## src/rtl/router_port_rx.sv

```systemverilog
// router_port_rx: consumer for one router output port.
// Pops the port FIFO, re-frames bytes into header/payload/parity packets,
// checks XOR parity, aborts stalled packets after TIMEOUT idle cycles and
// hands tagged bytes to a sink through a 2-entry skid buffer.
// Optional good/bad packet counters are built when PORT_RX_STATS_EN is defined.
module router_port_rx #(
   parameter int DATA_W  = 8,
   parameter int TIMEOUT = 32
`ifdef PORT_RX_STATS_EN
   ,parameter int CNT_W  = 16
`endif
) (
   input  logic              clk,
   input  logic              reset,
   input  logic              vld_out,
   input  logic [DATA_W-1:0] data_out,
   output logic              read_enb,
   output logic [DATA_W-1:0] pkt_data,
   output logic              pkt_valid,
   input  logic              pkt_ready,
   output logic              pkt_sop,
   output logic              pkt_eop,
   output logic              pkt_err,
   output logic              busy_rx
`ifdef PORT_RX_STATS_EN
   ,output logic [CNT_W-1:0] pkt_count
   ,output logic [CNT_W-1:0] err_count
`endif
);

   localparam int              WD_W    = $clog2(TIMEOUT + 1);
   localparam logic [WD_W-1:0] WD_LAST = WD_W'(TIMEOUT - 1);
   localparam logic [WD_W-1:0] WD_ONE  = WD_W'(1);

   // The header is consumed by the capture that happens in IDLE, so the
   // state names the kind of byte expected next.
   typedef enum logic [1:0] {
      ST_IDLE    = 2'd0,
      ST_PAYLOAD = 2'd1,
      ST_PARITY  = 2'd2
   } state_t;

   state_t            r_state, w_state_next;
   logic [5:0]        r_rem, w_rem_next;
   logic [DATA_W-1:0] r_acc, w_acc_next;
   logic [WD_W-1:0]   r_wd, w_wd_next;
   logic              r_inflight;

   logic [1:0][DATA_W-1:0] r_buf_data;
   logic [1:0]             r_buf_sop;
   logic [1:0]             r_buf_eop;
   logic [1:0]             r_buf_err;
   logic                   r_wr_ptr;
   logic                   r_rd_ptr;
   logic [1:0]             r_occ;

   logic              w_full;
   logic              w_pop;
   logic              w_push;
   logic [DATA_W-1:0] w_push_data;
   logic              w_push_sop;
   logic              w_push_eop;
   logic              w_push_err;
   logic              w_abort_fire;
   logic [2:0]        w_commit;

   assign w_full    = (r_occ == 2'd2);
   assign pkt_valid = (r_occ != 2'd0);
   assign w_pop     = pkt_valid & pkt_ready;
   assign pkt_data  = r_buf_data[r_rd_ptr];
   assign pkt_sop   = pkt_valid & r_buf_sop[r_rd_ptr];
   assign pkt_eop   = pkt_valid & r_buf_eop[r_rd_ptr];
   assign pkt_err   = pkt_valid & r_buf_err[r_rd_ptr];
   assign busy_rx   = (r_state != ST_IDLE);

   // Every slot already promised (stored, in flight, or taken by an abort
   // pushed this cycle) counts against the two buffer entries, so a
   // captured byte always finds room.
   assign w_commit = {1'b0, r_occ} + {2'b00, r_inflight} + {2'b00, w_abort_fire};
   assign read_enb = !reset && vld_out && (w_commit < 3'd2);

   // Framing, parity accumulation and watchdog: next state and push request.
   always_comb begin
      w_state_next = r_state;
      w_rem_next   = r_rem;
      w_acc_next   = r_acc;
      w_wd_next    = r_wd;
      w_push       = 1'b0;
      w_push_data  = '0;
      w_push_sop   = 1'b0;
      w_push_eop   = 1'b0;
      w_push_err   = 1'b0;
      w_abort_fire = 1'b0;
      if (r_inflight) begin
         w_push      = 1'b1;
         w_push_data = data_out;
         w_wd_next   = '0;
         case (r_state)
            ST_IDLE: begin
               w_push_sop   = 1'b1;
               w_acc_next   = data_out;
               w_rem_next   = data_out[7:2];
               w_state_next = (data_out[7:2] == 6'd0) ? ST_PARITY : ST_PAYLOAD;
            end
            ST_PAYLOAD: begin
               w_acc_next = r_acc ^ data_out;
               w_rem_next = r_rem - 6'd1;
               if (r_rem == 6'd1) begin
                  w_state_next = ST_PARITY;
               end
            end
            ST_PARITY: begin
               w_push_eop   = 1'b1;
               w_push_err   = (data_out != r_acc);
               w_state_next = ST_IDLE;
            end
            default: begin
               w_state_next = ST_IDLE;
            end
         endcase
      end else if (r_state != ST_IDLE && !w_full) begin
         // A full buffer freezes the watchdog, which also holds a due abort
         // until a slot is free.
         if (r_wd == WD_LAST) begin
            w_abort_fire = 1'b1;
            w_push       = 1'b1;
            w_push_eop   = 1'b1;
            w_push_err   = 1'b1;
            w_wd_next    = '0;
            w_state_next = ST_IDLE;
         end else begin
            w_wd_next = r_wd + WD_ONE;
         end
      end
   end

   // Framing state, accumulator, watchdog and read pipeline registers.
   always_ff @(posedge clk) begin
      if (reset) begin
         r_state    <= ST_IDLE;
         r_rem      <= '0;
         r_acc      <= '0;
         r_wd       <= '0;
         r_inflight <= 1'b0;
      end else begin
         r_state    <= w_state_next;
         r_rem      <= w_rem_next;
         r_acc      <= w_acc_next;
         r_wd       <= w_wd_next;
         r_inflight <= read_enb;
      end
   end

   // Skid buffer storage: write the tagged byte at the write pointer.
   always_ff @(posedge clk) begin
      if (reset) begin
         r_buf_data <= '0;
         r_buf_sop  <= '0;
         r_buf_eop  <= '0;
         r_buf_err  <= '0;
      end else if (w_push) begin
         r_buf_data[r_wr_ptr] <= w_push_data;
         r_buf_sop[r_wr_ptr]  <= w_push_sop;
         r_buf_eop[r_wr_ptr]  <= w_push_eop;
         r_buf_err[r_wr_ptr]  <= w_push_err;
      end
   end

   // Skid buffer pointers and occupancy; push+pop leaves occupancy alone.
   always_ff @(posedge clk) begin
      if (reset) begin
         r_wr_ptr <= 1'b0;
         r_rd_ptr <= 1'b0;
         r_occ    <= 2'd0;
      end else begin
         if (w_push) begin
            r_wr_ptr <= ~r_wr_ptr;
         end
         if (w_pop) begin
            r_rd_ptr <= ~r_rd_ptr;
         end
         case ({w_push, w_pop})
            2'b10:   r_occ <= r_occ + 2'd1;
            2'b01:   r_occ <= r_occ - 2'd1;
            default: r_occ <= r_occ;
         endcase
      end
   end

`ifdef PORT_RX_STATS_EN
   // Saturating good/bad packet counters, counted as the eop leaves the buffer.
   always_ff @(posedge clk) begin
      if (reset) begin
         pkt_count <= '0;
         err_count <= '0;
      end else if (w_pop && pkt_eop) begin
         if (pkt_err) begin
            if (err_count != {CNT_W{1'b1}}) begin
               err_count <= err_count + {{(CNT_W-1){1'b0}}, 1'b1};
            end
         end else begin
            if (pkt_count != {CNT_W{1'b1}}) begin
               pkt_count <= pkt_count + {{(CNT_W-1){1'b0}}, 1'b1};
            end
         end
      end
   end
`endif

endmodule

```

## config.mk

```make
export PLATFORM = sky130hd
export DESIGN_NAME = router_port_rx
export DESIGN_NICKNAME = d
export VERILOG_FILES = /design/src/rtl/router_port_rx.sv
export SDC_FILE = /design/constraint.sdc
export NUM_CORES = 1
export LEC_CHECK = 0
export CAP_MARGIN = 5
export CORE_ASPECT_RATIO = 0.7
export CORE_MARGIN = 4
export CORE_UTILIZATION = 56
export CTS_CLUSTER_DIAMETER = 50
export DETAILED_ROUTE_END_ITERATION = 7
export PLACE_DENSITY = 0.77
export SYNTH_ARGS = -nofsm -noshare
export SYNTH_HDL_FRONTEND = slang
export SYNTH_SLANG_ARGS = --single-unit
```

## constraint.sdc

```tcl
create_clock -name clk -period 2.3 [get_ports clk]
set_input_delay 0.46 -clock clk [delete_from_list [all_inputs] [get_ports clk]]
set_output_delay 0.46 -clock clk [all_outputs]
set_load 0.01 [all_outputs]
```

==> results of run 1 <==
## worst max-delay path, cell delays in order, from the launching register on
cell                              delay [ps]
sky130_fd_sc_hd__dfxtp_2                 350
sky130_fd_sc_hd__ha_2                    180
sky130_fd_sc_hd__nand2_2                  70
sky130_fd_sc_hd__o41a_4                  450
sky130_fd_sc_hd__nor2b_4                 120
sky130_fd_sc_hd__nor4b_1                  50
sky130_fd_sc_hd__clkdlybuf4s15_1         220
## kinds of logic after synthesis
logic type | share of synthesized area
compound gates | 0.2109
xor+xnor | 0.06402
fa+ha+maj | 0.02033
buf+inv | 0.05081
flops | 0.3984
mux | 0.08537
simple gates | 0.1702
## path summary, 6_finish.rpt
path                   endpoint  slack [ps]  cells after the start
setup reg to reg       r_occ[1]         110                      7
hold / removal    r_buf_data[4]         480                      2
setup / recovery       read_enb          90                      6
hold reg to reg   r_buf_data[4]         480                      2
## cells in the mapped netlist (2+ instances only)
cell type,number
sky130_fd_sc_hd__a211oi_1,6
sky130_fd_sc_hd__a21oi_1,24
sky130_fd_sc_hd__a22oi_1,8
sky130_fd_sc_hd__a31oi_1,2
sky130_fd_sc_hd__buf_6,2
sky130_fd_sc_hd__clkbuf_1,16
sky130_fd_sc_hd__dfxtp_1,49
sky130_fd_sc_hd__ha_1,4
sky130_fd_sc_hd__inv_1,8
sky130_fd_sc_hd__mux2_2,8
sky130_fd_sc_hd__mux2i_1,12
sky130_fd_sc_hd__nand2_1,23
sky130_fd_sc_hd__nand2b_1,5
sky130_fd_sc_hd__nand3_1,2
sky130_fd_sc_hd__nand3b_1,2
sky130_fd_sc_hd__nand4_1,2
sky130_fd_sc_hd__nor2_1,32
sky130_fd_sc_hd__nor2b_1,4
sky130_fd_sc_hd__nor3_1,5
sky130_fd_sc_hd__nor4_1,4
sky130_fd_sc_hd__nor4b_1,3
sky130_fd_sc_hd__o21ai_0,27
sky130_fd_sc_hd__o21ai_1,5
sky130_fd_sc_hd__o21bai_1,2
sky130_fd_sc_hd__o311a_1,2
sky130_fd_sc_hd__or3_1,2
sky130_fd_sc_hd__xnor2_1,14
sky130_fd_sc_hd__xor2_1,4
## area by class of cell
type,instances,area [sq um]
fillers,332,1139
flip-flops and latches,49,983.4
clock inverters,3,21.27
inverters,9,33.78
well taps,52,65.06
clock buffers,5,68.82
multi-input cells,215,1369
repair buffers,43,385.4
## stage by stage
step                setup slack, ps  std cells    util  power (mW)  hold slack (ps)
floorplan                     254.8        293       -       1.574            450.1
global placement              83.92        367  0.6922       1.829            461.7
detailed placement            65.24        367  0.6922       1.847            468.4
CTS                           17.10        376  0.7171       2.368            482.1
global route                  12.32        376  0.7199       2.513            510.9
finish                        92.44        376  0.7199       2.372            480.7
## layer usage
layer,vias up,share of wire,global-route usage
met5,-,0,0
met4,0,0.011,0.05939
met3,6,0.063,0.04557
met2,61,0.44,0.3214
met1,1075,0.48,0.3257
li1,1089,-,-
## power groups by stage
| stage | clock network [mW] | logic, mW | registers, mW |
|---|---|---|---|
| finish | 0.522 | 0.830 | 1.02 |
| global route | 0.562 | 0.919 | 1.03 |
| CTS | 0.526 | 0.824 | 1.02 |
| detailed placement | 0 | 0.809 | 1.04 |
| global placement | 0 | 0.793 | 1.04 |
| floorplan | 0 | 0.540 | 1.03 |
## repair_timing
item | in CTS | in global routing
setup endpoints to repair | 1 | 1
hold endpoints to repair | 0 | 0
buffers inserted | 1 | 0
resized for setup | 4 | 4
## state kept, by name (all words and copies together), names as in the netlist
name	flops
r_acc	8
r_buf_data	16
r_buf_eop	2
r_buf_err	2
r_buf_sop	2
r_inflight	1
r_occ	2
r_rd_ptr	1
r_rem	6
r_state	2
r_wd	6
r_wr_ptr	1
==> flow_metrics.env, run 1 <==
export IMPL_status="finished, final reports clean"
export IMPL_slew_viol_final=0
export IMPL_finalHoldViolations=0
export IMPL_critical_path_startpoint_category="register"
export IMPL_comb_power_share=0.350
export IMPL_io_pins=26
export IMPL_synth_top_cell_by_area="sky130_fd_sc_hd__dfxtp_1"
export IMPL_netSwitchingPower_mw=0.8155
export IMPL_final_min_period_over_clock_period=0.9598
export IMPL_grt_start_max_net_pins=44
export IMPL_power_ir_vdd_worst_mv=0.4964
export IMPL_synth_enable_flop_cells=0
export IMPL_ys_warnings_count=0
export IMPL_power_clock_fraction=0.220
export IMPL_post_route_cell_area_sq_um=2927
export IMPL_fin_skew_ps=12.79
export IMPL_setup_tns_final_ps=0
export IMPL_grt_first_pass_wirelength_um=9804
export IMPL_worst_hold_path_type="reg -> reg"
export IMPL_arrival_ps=1750
export IMPL_grt_pass1_vias=1973
export IMPL_final_cell_mix="47 x sky130_fd_sc_hd__dfxtp_1, 32 x sky130_fd_sc_hd__nor2_1, 27 x sky130_fd_sc_hd__o21ai_0"
export IMPL_globalRoute_totalOverflow=0
export IMPL_cts_tree="yes"
export IMPL_max_cap_violations=0
export IMPL_fraction_of_layout_cells_with_a_size_suffix_above_1=0.1265
export IMPL_design_die_area_sq_um=5539
export IMPL_synth_top_area_frac=0.3984
export IMPL_endpoint_kind="primary output"
export IMPL_fp_dieW_um=87.26
export IMPL_internal_power_mw=1.556
export IMPL_cts_hold_buf=0
export IMPL_layout_nets=339
export IMPL_min_delay_start="r_buf_data[4]"
export IMPL_synthesis_area_sq_um=2462
export IMPL_clock_tree_htree_level_count=2
export IMPL_gp_routability_congestion=0.8447
export IMPL_synth_area_top_cells="sky130_fd_sc_hd__dfxtp_1 40%, sky130_fd_sc_hd__o21ai_0 5.5%, sky130_fd_sc_hd__xnor2_1 5.0%"
export IMPL_layout_cells_most_common="sky130_fd_sc_hd__dfxtp_1"
export IMPL_die_h_um=63.48
export IMPL_vias=2231
export IMPL_synth_flop_cell="sky130_fd_sc_hd__dfxtp_1"
export IMPL_detail_route_first_pass_iterations=4
export IMPL_dp_hpwl_um=3860
export IMPL_detail_route_drc_violations=0
export IMPL_route_detailed_wl_per_inst_um=15.55
export IMPL_postSynthAreaPerCell_sq_um=8.404
export IMPL_timing_final_setup_violations=0
export IMPL_cts_inserted_buffers=5
export IMPL_routed_via_density=5.934
export IMPL_antenna_found_initial=0
export IMPL_cp_launch_point="r_wd[1]"
export IMPL_detailedRoute_firstIterationViolations=174
export IMPL_clk_pin_slew_worst_paths_ps=100
export IMPL_seq_power_share=0.430
export IMPL_groute_usage_overall=0.2205
export IMPL_cts_path_max_buffers=2
export IMPL_worstReg2RegStart="r_wd[1]"
export IMPL_syn_instance_count=293
export IMPL_ys_ff_latch=49
export IMPL_synth_cell_types=44
export IMPL_cts_root_buffer="sky130_fd_sc_hd__clkbuf_8"
export IMPL_ys_seq_area_frac=0.3984
export IMPL_swShare=0.3438
export IMPL_row_count=19
export IMPL_max_slew_margin_rel=0.5706
export IMPL_antenna_diode_count=0
export IMPL_flow_area_growth_from_synthesis_pct=18.85
export IMPL_leakage_nw=1.037
export IMPL_clock_insertion_delay_worst_skew_ps=310
export IMPL_synth_fp_nets=309
export IMPL_max_freq_mhz=453.0
export IMPL_drt_wl_total_um=5845
export IMPL_start_util=0.6057
export IMPL_final_min_clock_period_ps=2208
export IMPL_postRouteAntennaNets=0
export IMPL_cp_required_ps=1840
export IMPL_actual_transition_at_the_worst_max_transition_pin_ps=644.2
export IMPL_post_dp_area_sq_um=2814
export IMPL_setup_worst_path_class="reg -> out"
export IMPL_worstPathMaxFanout=3
export IMPL_clkSinkCount=49
export IMPL_async_reset_ff_frac=0
export IMPL_fp_coreArea_sq_um=4065
export IMPL_rsz0062_at_grt="no"
export IMPL_powerDensity_nw_per_um2=810.5
export IMPL_numPortBuffers=25
No activity file was read; power rests on OpenSTA's default activity.
==> inputs of run 2 (changes only) <==
- CAP_MARGIN: 5 -> 15
- SLEW_MARGIN: unset -> 10
==> results of run 2 <==
Same layout as run 1: the final DEF is identical, and so are final timing and power.
